[src/rtl/hit_trg_pkg.sv]
// Shared constants and generator state type for the hit pulse generator.
package hit_trg_pkg;

  localparam int unsigned NUM_CH    = 13;
  localparam int unsigned HIT_WIDTH = 8;
  localparam int unsigned CNT_W     = 16;

  // Accepted pulse-width window seen by the downstream width monitor
  localparam int unsigned WIDTH_MIN = HIT_WIDTH - 4;
  localparam int unsigned WIDTH_MAX = HIT_WIDTH + 4;

  typedef enum logic [1:0] {
    ST_IDLE,
    ST_HIGH,
    ST_LOW,
    ST_DONE
  } gen_state_e;

endpackage

[src/rtl/hit_gen_timer.sv]
// Loadable down-counter; tc_o is high during the last cycle of a loaded span.
module hit_gen_timer #(
  parameter int unsigned CNT_W = 16
) (
  input  logic             clk_i,
  input  logic             rst_i,
  input  logic             load_i,
  input  logic [CNT_W-1:0] load_val_i,
  output logic             tc_o
);

  logic [CNT_W-1:0] cnt_q, cnt_d;
  logic             tc_q, tc_d;

  // A span of N cycles holds N, N-1, ..., 1; tc flags the cycle holding 1
  always_comb begin
    cnt_d = cnt_q;
    tc_d  = tc_q;
    if (load_i) begin
      cnt_d = load_val_i;
      tc_d  = (load_val_i == CNT_W'(1));
    end else if (cnt_q != '0) begin
      cnt_d = cnt_q - CNT_W'(1);
      tc_d  = (cnt_q == CNT_W'(2));
    end
  end

  always_ff @(posedge clk_i or posedge rst_i) begin
    if (rst_i) begin
      cnt_q <= '0;
      tc_q  <= 1'b0;
    end else begin
      cnt_q <= cnt_d;
      tc_q  <= tc_d;
    end
  end

  assign tc_o = tc_q;

endmodule

[src/rtl/hit_pulse_gen.sv]
// Burst hit-pulse generator for the hit lanes with per-pulse trigger strobe.
// Optional macro HIT_ERR_INJECT_EN adds err_every_in to widen every Nth pulse.
module hit_pulse_gen #(
  parameter int unsigned HIT_WIDTH = hit_trg_pkg::HIT_WIDTH,
  parameter int unsigned NUM_CH    = hit_trg_pkg::NUM_CH,
  parameter int unsigned CNT_W     = hit_trg_pkg::CNT_W
) (
  input  logic              clk_in,
  input  logic              rst_in,
  input  logic              start_in,
  input  logic              stop_in,
  input  logic [NUM_CH-1:0] ch_mask_in,
  input  logic [3:0]        width_in,
  input  logic [CNT_W-1:0]  period_in,
  input  logic [CNT_W-1:0]  burst_len_in,
`ifdef HIT_ERR_INJECT_EN
  input  logic [7:0]        err_every_in,
`endif
  output logic [NUM_CH-1:0] hit_gen_out,
  output logic              ext_trg_gen_out,
  output logic              gen_busy_out,
  output logic              done_out,
  output logic [CNT_W-1:0]  pulse_cnt_out
);

  import hit_trg_pkg::gen_state_e;
  import hit_trg_pkg::ST_IDLE;
  import hit_trg_pkg::ST_HIGH;
  import hit_trg_pkg::ST_LOW;
  import hit_trg_pkg::ST_DONE;

  gen_state_e        state_q;
  logic [NUM_CH-1:0] mask_q, hit_q;
  logic [CNT_W-1:0]  wid_q, per_q, burst_q, cur_w_q, cnt_q;
  logic              trg_q, busy_q, done_q;
  logic              tc;

  logic              start_ok_c, abort_c, high_end_c, low_end_c, last_c;
  logic              next_pulse_c, enter_low_c, load_c;
  logic [CNT_W-1:0]  base_w_c, pulse_w_c, low_len_c, load_val_c;

  assign start_ok_c   = (state_q == ST_IDLE) && start_in && !stop_in;
  assign abort_c      = (state_q != ST_IDLE) && stop_in;
  assign high_end_c   = (state_q == ST_HIGH) && tc;
  assign low_end_c    = (state_q == ST_LOW) && tc;
  assign last_c       = (burst_q != '0) && (cnt_q == burst_q);
  assign next_pulse_c = start_ok_c || (low_end_c && !abort_c && !last_c);
  assign enter_low_c  = high_end_c && !abort_c;

  assign base_w_c  = start_ok_c ? ((width_in == 4'd0) ? CNT_W'(HIT_WIDTH) : CNT_W'(width_in))
                                : wid_q;
  assign low_len_c = (per_q > cur_w_q) ? (per_q - cur_w_q) : CNT_W'(1);

`ifdef HIT_ERR_INJECT_EN
  // Phase counts pulses since the last widened one; restarts at each burst
  logic [7:0] every_q, err_ph_q;
  logic [7:0] every_c, ph_nxt_c;
  logic       err_hit_c;

  assign every_c   = start_ok_c ? err_every_in : every_q;
  assign ph_nxt_c  = (start_ok_c ? 8'd0 : err_ph_q) + 8'd1;
  assign err_hit_c = (every_c != 8'd0) && (ph_nxt_c == every_c);
  assign pulse_w_c = err_hit_c ? CNT_W'(HIT_WIDTH + 6) : base_w_c;

  always_ff @(posedge clk_in or posedge rst_in) begin
    if (rst_in) begin
      every_q  <= '0;
      err_ph_q <= '0;
    end else if (next_pulse_c) begin
      every_q  <= every_c;
      err_ph_q <= err_hit_c ? 8'd0 : ph_nxt_c;
    end
  end
`else
  assign pulse_w_c = base_w_c;
`endif

  assign load_c     = next_pulse_c || enter_low_c;
  assign load_val_c = next_pulse_c ? pulse_w_c : low_len_c;

  hit_gen_timer #(
    .CNT_W (CNT_W)
  ) u_timer (
    .clk_i      (clk_in),
    .rst_i      (rst_in),
    .load_i     (load_c),
    .load_val_i (load_val_c),
    .tc_o       (tc)
  );

  // Sequencer: abort beats everything except a new pulse, which excludes abort
  always_ff @(posedge clk_in or posedge rst_in) begin
    if (rst_in) begin
      state_q <= ST_IDLE;
      mask_q  <= '0;
      wid_q   <= '0;
      per_q   <= '0;
      burst_q <= '0;
      cur_w_q <= '0;
      cnt_q   <= '0;
      hit_q   <= '0;
      trg_q   <= 1'b0;
      busy_q  <= 1'b0;
      done_q  <= 1'b0;
    end else begin
      trg_q  <= 1'b0;
      done_q <= 1'b0;
      if (start_ok_c) begin
        mask_q  <= ch_mask_in;
        wid_q   <= base_w_c;
        per_q   <= period_in;
        burst_q <= burst_len_in;
      end
      if (next_pulse_c) begin
        state_q <= ST_HIGH;
        hit_q   <= start_ok_c ? ch_mask_in : mask_q;
        trg_q   <= 1'b1;
        busy_q  <= 1'b1;
        cnt_q   <= start_ok_c ? CNT_W'(1) : cnt_q + CNT_W'(1);
        cur_w_q <= pulse_w_c;
      end else if (abort_c) begin
        state_q <= ST_IDLE;
        hit_q   <= '0;
        busy_q  <= 1'b0;
      end else if (enter_low_c) begin
        state_q <= ST_LOW;
        hit_q   <= '0;
      end else if (low_end_c) begin
        state_q <= ST_DONE;
        done_q  <= 1'b1;
      end else if (state_q == ST_DONE) begin
        state_q <= ST_IDLE;
        busy_q  <= 1'b0;
      end
    end
  end

  assign hit_gen_out     = hit_q;
  assign ext_trg_gen_out = trg_q;
  assign gen_busy_out    = busy_q;
  assign done_out        = done_q;
  assign pulse_cnt_out   = cnt_q;

endmodule

[config.mk]
export PLATFORM = sky130hd
export DESIGN_NAME = hit_pulse_gen
export DESIGN_NICKNAME = d
export VERILOG_FILES = /design/src/rtl/hit_trg_pkg.sv /design/src/rtl/hit_gen_timer.sv /design/src/rtl/hit_pulse_gen.sv
export SDC_FILE = /design/constraint.sdc
export NUM_CORES = 1
export LEC_CHECK = 0
export CORE_MARGIN = 2
export CORE_UTILIZATION = 55
export CTS_CLUSTER_SIZE = 16
export DETAILED_ROUTE_END_ITERATION = 8
export PLACE_DENSITY = 0.75
export SLEW_MARGIN = 10
export SYNTH_ARGS = -nofsm -noshare
export SYNTH_HDL_FRONTEND = slang
export SYNTH_SLANG_ARGS = --single-unit
[constraint.sdc]
create_clock -name clk_in -period 11.8 [get_ports clk_in]
set_input_delay 1.18 -clock clk_in [delete_from_list [all_inputs] [get_ports clk_in]]
set_output_delay 1.18 -clock clk_in [all_outputs]
set_load 0.005 [all_outputs]
======== Word-level counts from Yosys, hierarchy flattened ========
Cells that the tools add are included.
operators by class
  reduce and logical (&&, ||, !) cells .... 24
  multiplexer cells ....................... 28
  $add $sub $neg .......................... 3
  equal/unequal tests ..................... 8
  $lt $le $gt $ge ......................... 1
operators by type and width
  operator               number
  $mux 16                6
  $mux 13                4
  $reduce_bool 16->1     2
  $add 16x1->16 const B  1
  $eq 16x1->1 const B    1
  $eq 16x16->1           1
  $eq 16x2->1 const B    1
  $gt 16x16->1           1
  $sub 16x1->16 const B  1
  $sub 16x16->16         1
  $mux 1                 12
  $mux 2                 5
  $logic_and 1x1->1      9
  $reduce_bool 3->1      2
  $reduce_bool 5->1      1
  $eq 2x2->1 const B     2
  $logic_not 4->1        1
  $mux 4                 1
  $reduce_bool 2->1      2
  $logic_not 1->1        3
  $ne 3x2->1 const B     1
  $ne 3x3->1 const B     1
  $reduce_and 3->1       1
  $eq 2x1->1 const B     1
  other kinds (2)        3
storage, ports and cells
  bits of input ports ..................... 53
  output and inout bits ................... 32
  register bits ........................... 128

======== Logic depth before layout (Yosys ltp) ========
  word-level depth ........................ 9
  gate-level depth with buffers ........... 12

======== Hierarchy ========
A second synthesis with hierarchy kept.
unflattened totals
  cell total of the unflattened synthesis .. 754
  area total of the unflattened synthesis .. 6,780.3 um^2
by module, submodules not included
  module         seq. area each (um^2)  cells each  area an instance (um^2)  times used
  hit_pulse_gen  2,777.7                643         5,685.5                  1
  hit_gen_timer  425.4                  111         1,094.8                  1

======== Worst setup path before layout ========
No wires, ideal clock.
  path kind ............................... input -> register
  start point ............................. in stop_in
  end point ............................... reg u_timer.tc_q, in the netlist u_timer.tc_o
  buffers on the path ..................... 2
  library setup time ...................... 0.065 ns
  slack ................................... 8.990 ns
  arrival ................................. 2.744 ns
  stages on the path ...................... 9
  path through ............................ nor4b_4 -> a31oi_1 -> a21o_1 -> buf_6 -> and2_1 -> buf_2 -> a221oi_1 -> o2111a_1 -> a31o_1
between the ends
  cells in the longest elaborated chain, start to end .. 8
RTL lines
  what                            RTL line                                  RTL
  start: declaration              hit_pulse_gen.sv:11                       input logic stop_in,
  $logic_and 1x1->1               hit_pulse_gen.sv:43                       assign abort_c = (state_q != ST_IDLE) && stop_in;
  $logic_not 1->1                 hit_pulse_gen.sv:47, hit_pulse_gen.sv:48
  $logic_and 1x1->1 (2 in a row)  hit_pulse_gen.sv:47                       assign next_pulse_c = start_ok_c || (low_end_c && !abort_c && !last_c);
  $logic_or 1x1->1                hit_pulse_gen.sv:47
  $mux 16                         hit_pulse_gen.sv:79                       assign load_val_c = next_pulse_c ? pulse_w_c : low_len_c;
  $eq 16x1->1                     hit_gen_timer.sv:21                       tc_d = (load_val_i == CNT_W'(1));
  $mux 1                          hit_gen_timer.sv:19                       if (load_i) begin
  end signal: assignment          hit_gen_timer.sv:34                       tc_q <= tc_d;
  end: declaration                hit_gen_timer.sv:13                       logic tc_q, tc_d;
Several ways; a longest one is shown, not always the timed one.
A chain may end at the register's enable or synchronous reset.

======== Worst setup path in the final report ========
  start point ............................. in stop_in
  end point ............................... reg hit_q[5], in the netlist hit_gen_out[5]
between the ends
  cells in the longest elaborated chain, start to end .. 6
RTL lines
  what                                                    RTL line                                  RTL
  $logic_and 1x1->1                                       hit_pulse_gen.sv:43
  $logic_not 1->1                                         hit_pulse_gen.sv:47, hit_pulse_gen.sv:48
  $logic_and 1x1->1 (2 in a row)                          hit_pulse_gen.sv:47
  $logic_or 1x1->1                                        hit_pulse_gen.sv:47
  $reduce_bool 3->1 (no line) or $mux 13 (tied branches)  --
  end signal: assignment                                  hit_pulse_gen.sv:116                      hit_q <= start_ok_c ? ch_mask_in : mask_q;
  end: declaration                                        hit_pulse_gen.sv:33                       logic [NUM_CH-1:0] mask_q, hit_q;
Several ways; a longest one is shown, not always the timed one.

==> flow_metrics.tcl <==
set metrics [dict create \
    placed_cell_area_um2 7620 \
    crit_arrival_ns 4.65 \
    drt-initial-drc-count 563 \
    core_um2 12000 \
    fin_crit_ns 4.29 \
    r2r-start "state_q[1]" \
    seq_area_frac_synth_pct 47.8 \
    final_area_um2 8190 \
    rows 40 \
    max_freq_mhz 233 \
    power_frac_clock_pct 34.0 \
    drc_errors 0 \
    pwr-share-comb_pct 27.3 \
    p_int_uw 997 \
    grt_usage_pct 26.3 \
    cts_tree "yes" \
    vias 5662 \
    cp_max_fo 47 \
    finalHoldViolCount 0 \
    first_pass_iters 5 \
    area_growth_pct 22.3 \
    p_sw_uw 480 \
    worstHoldStart "mask_q[10]" \
    synth_simple_gate_area_share_pct 23.2 \
    grt_max_degree 96 \
    finalWeightedCongestion 0.937 \
    dp.final_hpwl_um 10900 \
    ioPinCount 85 \
    cpLargestDelayFamily "simple AND/OR/NAND/NOR gates" \
    worst_setup_path_start_kind "input pin" \
    status "finished clean" \
    nNetsFinal 883 \
    pwr-share-seq_pct 38.7 \
    initial_core_util_pct 56.0 \
    htreeDepth 4 \
    required_ns 12.16 \
    path_cells "clkdlybuf4s50_1 > inv_1 > nand3_2 > and2_1 > a21o_1 > and2_1 > o21a_1 > a22o_1" \
    critical_path_class "input pin to flop" \
    fin_tns_setup_ns 0 \
    fin_crit_sh_pct 36.3 \
    min_path_type "flop to flop" \
    drt-total-wl_um 16200 \
    switching_share_pct 32.5 \
    wl_per_cell_um 16.7 \
    cts_setup_buffers 0 \
    grt_pass1_vias 5509 \
    cts-root-buf "clkbuf_16" \
    synth_xor_xnor_area_share_pct 6.15 \
    maxCapViolCount 0 \
    synth-seq-cells 128 \
    rsz0062_at_grt "false" \
    r2r_slack_ns 8.33 \
    setup_viol 0 \
    clk_path_buf_depth 2 \
    p_leak_uw 0.00372 \
    worst_ir_drop_vdd_uv 141 \
    worstPathBufferInverterCount 2 \
    syn_area_um2 6700 \
    crit_cells 8 \
    die_h_um 114 \
    ys.flop_type "dfrtp_1" \
    clock-sinks 128 \
    portBuffers 84 \
    cts-buffers-inserted 17 \
    cpPeakStageDelay_ns 0.71 \
    yosys.area_share.adder_pct 3.85 \
    final_antenna_net_count 0 \
    crit_path_end_kind "flop" \
    cellPowerDensity_nw_per_um2 180 \
    holdBufCountCts 0 \
    die_area_um2 13100 \
    synth_area_per_cell_um2 9.09 \
    relSlewSlack_pct 32.9 \
    post_cts_resize_count 0 \
    synth_nets 810 \
    crit_path_frequent_cell "and2_1" \
    r2r_end "hit_gen_out[5]" \
    fp.dieW_um 114 \
    synth_top_family_by_area "simple AND/OR/NAND/NOR gates" \
    antennaDiodeCount 0 \
    synth-async-reset-ratio_pct 100 \
    drive_gt1_share_pct 5.95 \
    via_per_inst 5.84 \
    grt_pass1_wl_um 26900 \
    cp_slowest_cell "nand3_2" \
    clk_pin_slew_ns 0.06 \
    hold-path-endpoint "mask_q[10]" \
    clock_latency_ns 0.43 \
    synth_edf_count 0 \
    hold_depth 2 \
    synth_mux_area_share_pct 1.06 \
    antenna_found_initial 0 \
    syn-instance-count 737 \
    grt_overflow 0 \
    ys_warn_count 0 \
    yosysUniqueCellTypes 69 \
    slew_viol_final 0 \
    rr_worst_depth 7 \
    skew_ns 0.0114 \
    synth_compound_area_share_pct 14.0 \
    worst_pin_slew_ns 1.01 \
]
[state kept, by name (all words and copies together) (netlist names)]
signal / cells
pulse_cnt_out: 16
state_q: 2
u_timer.tc_o: 1
cur_w_q: 16
gen_busy_out: 1
wid_q: 16
burst_q: 16
hit_gen_out: 13
done_out: 1
per_q: 16
u_timer.cnt_q: 16
mask_q: 13
ext_trg_gen_out: 1
[cells in the final DEF (no fill, tap or decap), drive strengths merged, types with 5 or more instances in the layout]
cell / instances
nor3: 20
a221oi: 6
clkdlybuf4s50: 84
nor2: 58
clkinvlp: 5
nor2b: 20
clkbuf: 20
xor2: 17
a22o: 13
o211a: 5
nand4: 14
dfrtp: 128
o21a: 6
nand3: 11
mux2i: 6
xnor2: 30
a22oi: 5
ha: 19
nor4: 12
inv: 34
o21ai: 23
a21oi: 50
or3: 10
nand2: 165
and3: 5
[synth_stat cells (6+ instances only)]
master | n | area, um2
a221oi_1 | 6 | 52.6
nand2_1 | 165 | 619
clkbuf_1 | 21 | 78.8
nand4_1 | 14 | 87.6
or3_1 | 10 | 62.6
dfrtp_1 | 128 | 3200
nor2b_1 | 20 | 125
o21ai_0 | 21 | 105
a21oi_1 | 49 | 245
xnor2_1 | 30 | 263
ha_1 | 19 | 238
nand3_1 | 11 | 55.1
nor2_1 | 58 | 218
inv_1 | 31 | 116
buf_1 | 6 | 22.5
o21a_1 | 6 | 45.0
a22o_1 | 13 | 114
xor2_1 | 17 | 149
nor4_1 | 9 | 56.3
mux2i_1 | 6 | 60.1
nor3_1 | 18 | 90.1
[power by group through the flow]
stage	clock, uW	combinational [uW]	sequential (uW)
floorplan	0	292	559
global placement	0	384	573
detailed placement	0	393	575
CTS	507	399	570
global route	529	448	579
finish	502	404	571
[routing by layer]
layer,vias to the layer above,global-route usage [%],routed length [um]
met1,2744,36.4,7370
met3,27,6.93,1040
li1,2690,-,-
met5,-,0,0
met4,0,8.94,219
met2,201,40.6,7600
[worst reg2reg max path: cells and delay by family (launching register included)]
| kind | cells | cell delay, ns |
|---|---|---|
| compound gates | 3 | 1.00 |
| flops | 1 | 0.50 |
| simple gates | 4 | 1.88 |
[worst max path at each step]
stage	startpoint	to
floorplan	rst_in	burst_q[0]
global placement	stop_in	hit_gen_out[6]
detailed placement	stop_in	hit_gen_out[4]
CTS	stop_in	hit_gen_out[5]
global route	stop_in	hit_gen_out[5]
finish	stop_in	hit_gen_out[5]
[layout make-up]
| type | count | area [um2] |
|---|---|---|
| clock inverter | 12 | 109 |
| sequential | 128 | 3200 |
| multi-input combinational | 544 | 3240 |
| fill | 947 | 3770 |
| clock buffer | 20 | 467 |
| inverter | 32 | 125 |
| tap | 147 | 184 |
| timing repair buffer | 87 | 863 |
[through the flow]
step	setup slack, ns	total power [uW]	std cells	utilization (%)	hold slack, ns
2_1_floorplan	7.21	851	737	-	0.441
3_3_place_gp	7.26	956	938	63.7	0.453
3_5_place_dp	7.12	968	938	63.7	0.460
4_1_cts	7.54	1480	970	68.5	0.474
5_1_grt	7.28	1560	970	68.5	0.495
6_report	7.51	1480	970	68.5	0.474
[cell families after synthesis]
| family | Yosys count |
|---|---|
| simple gates | 331 |
| compound gates | 139 |
| flops | 128 |
| buf+inv | 65 |
| xor+xnor | 47 |
| fa+ha+maj | 20 |
| mux | 7 |
Power figures use the tool's default switching activity.
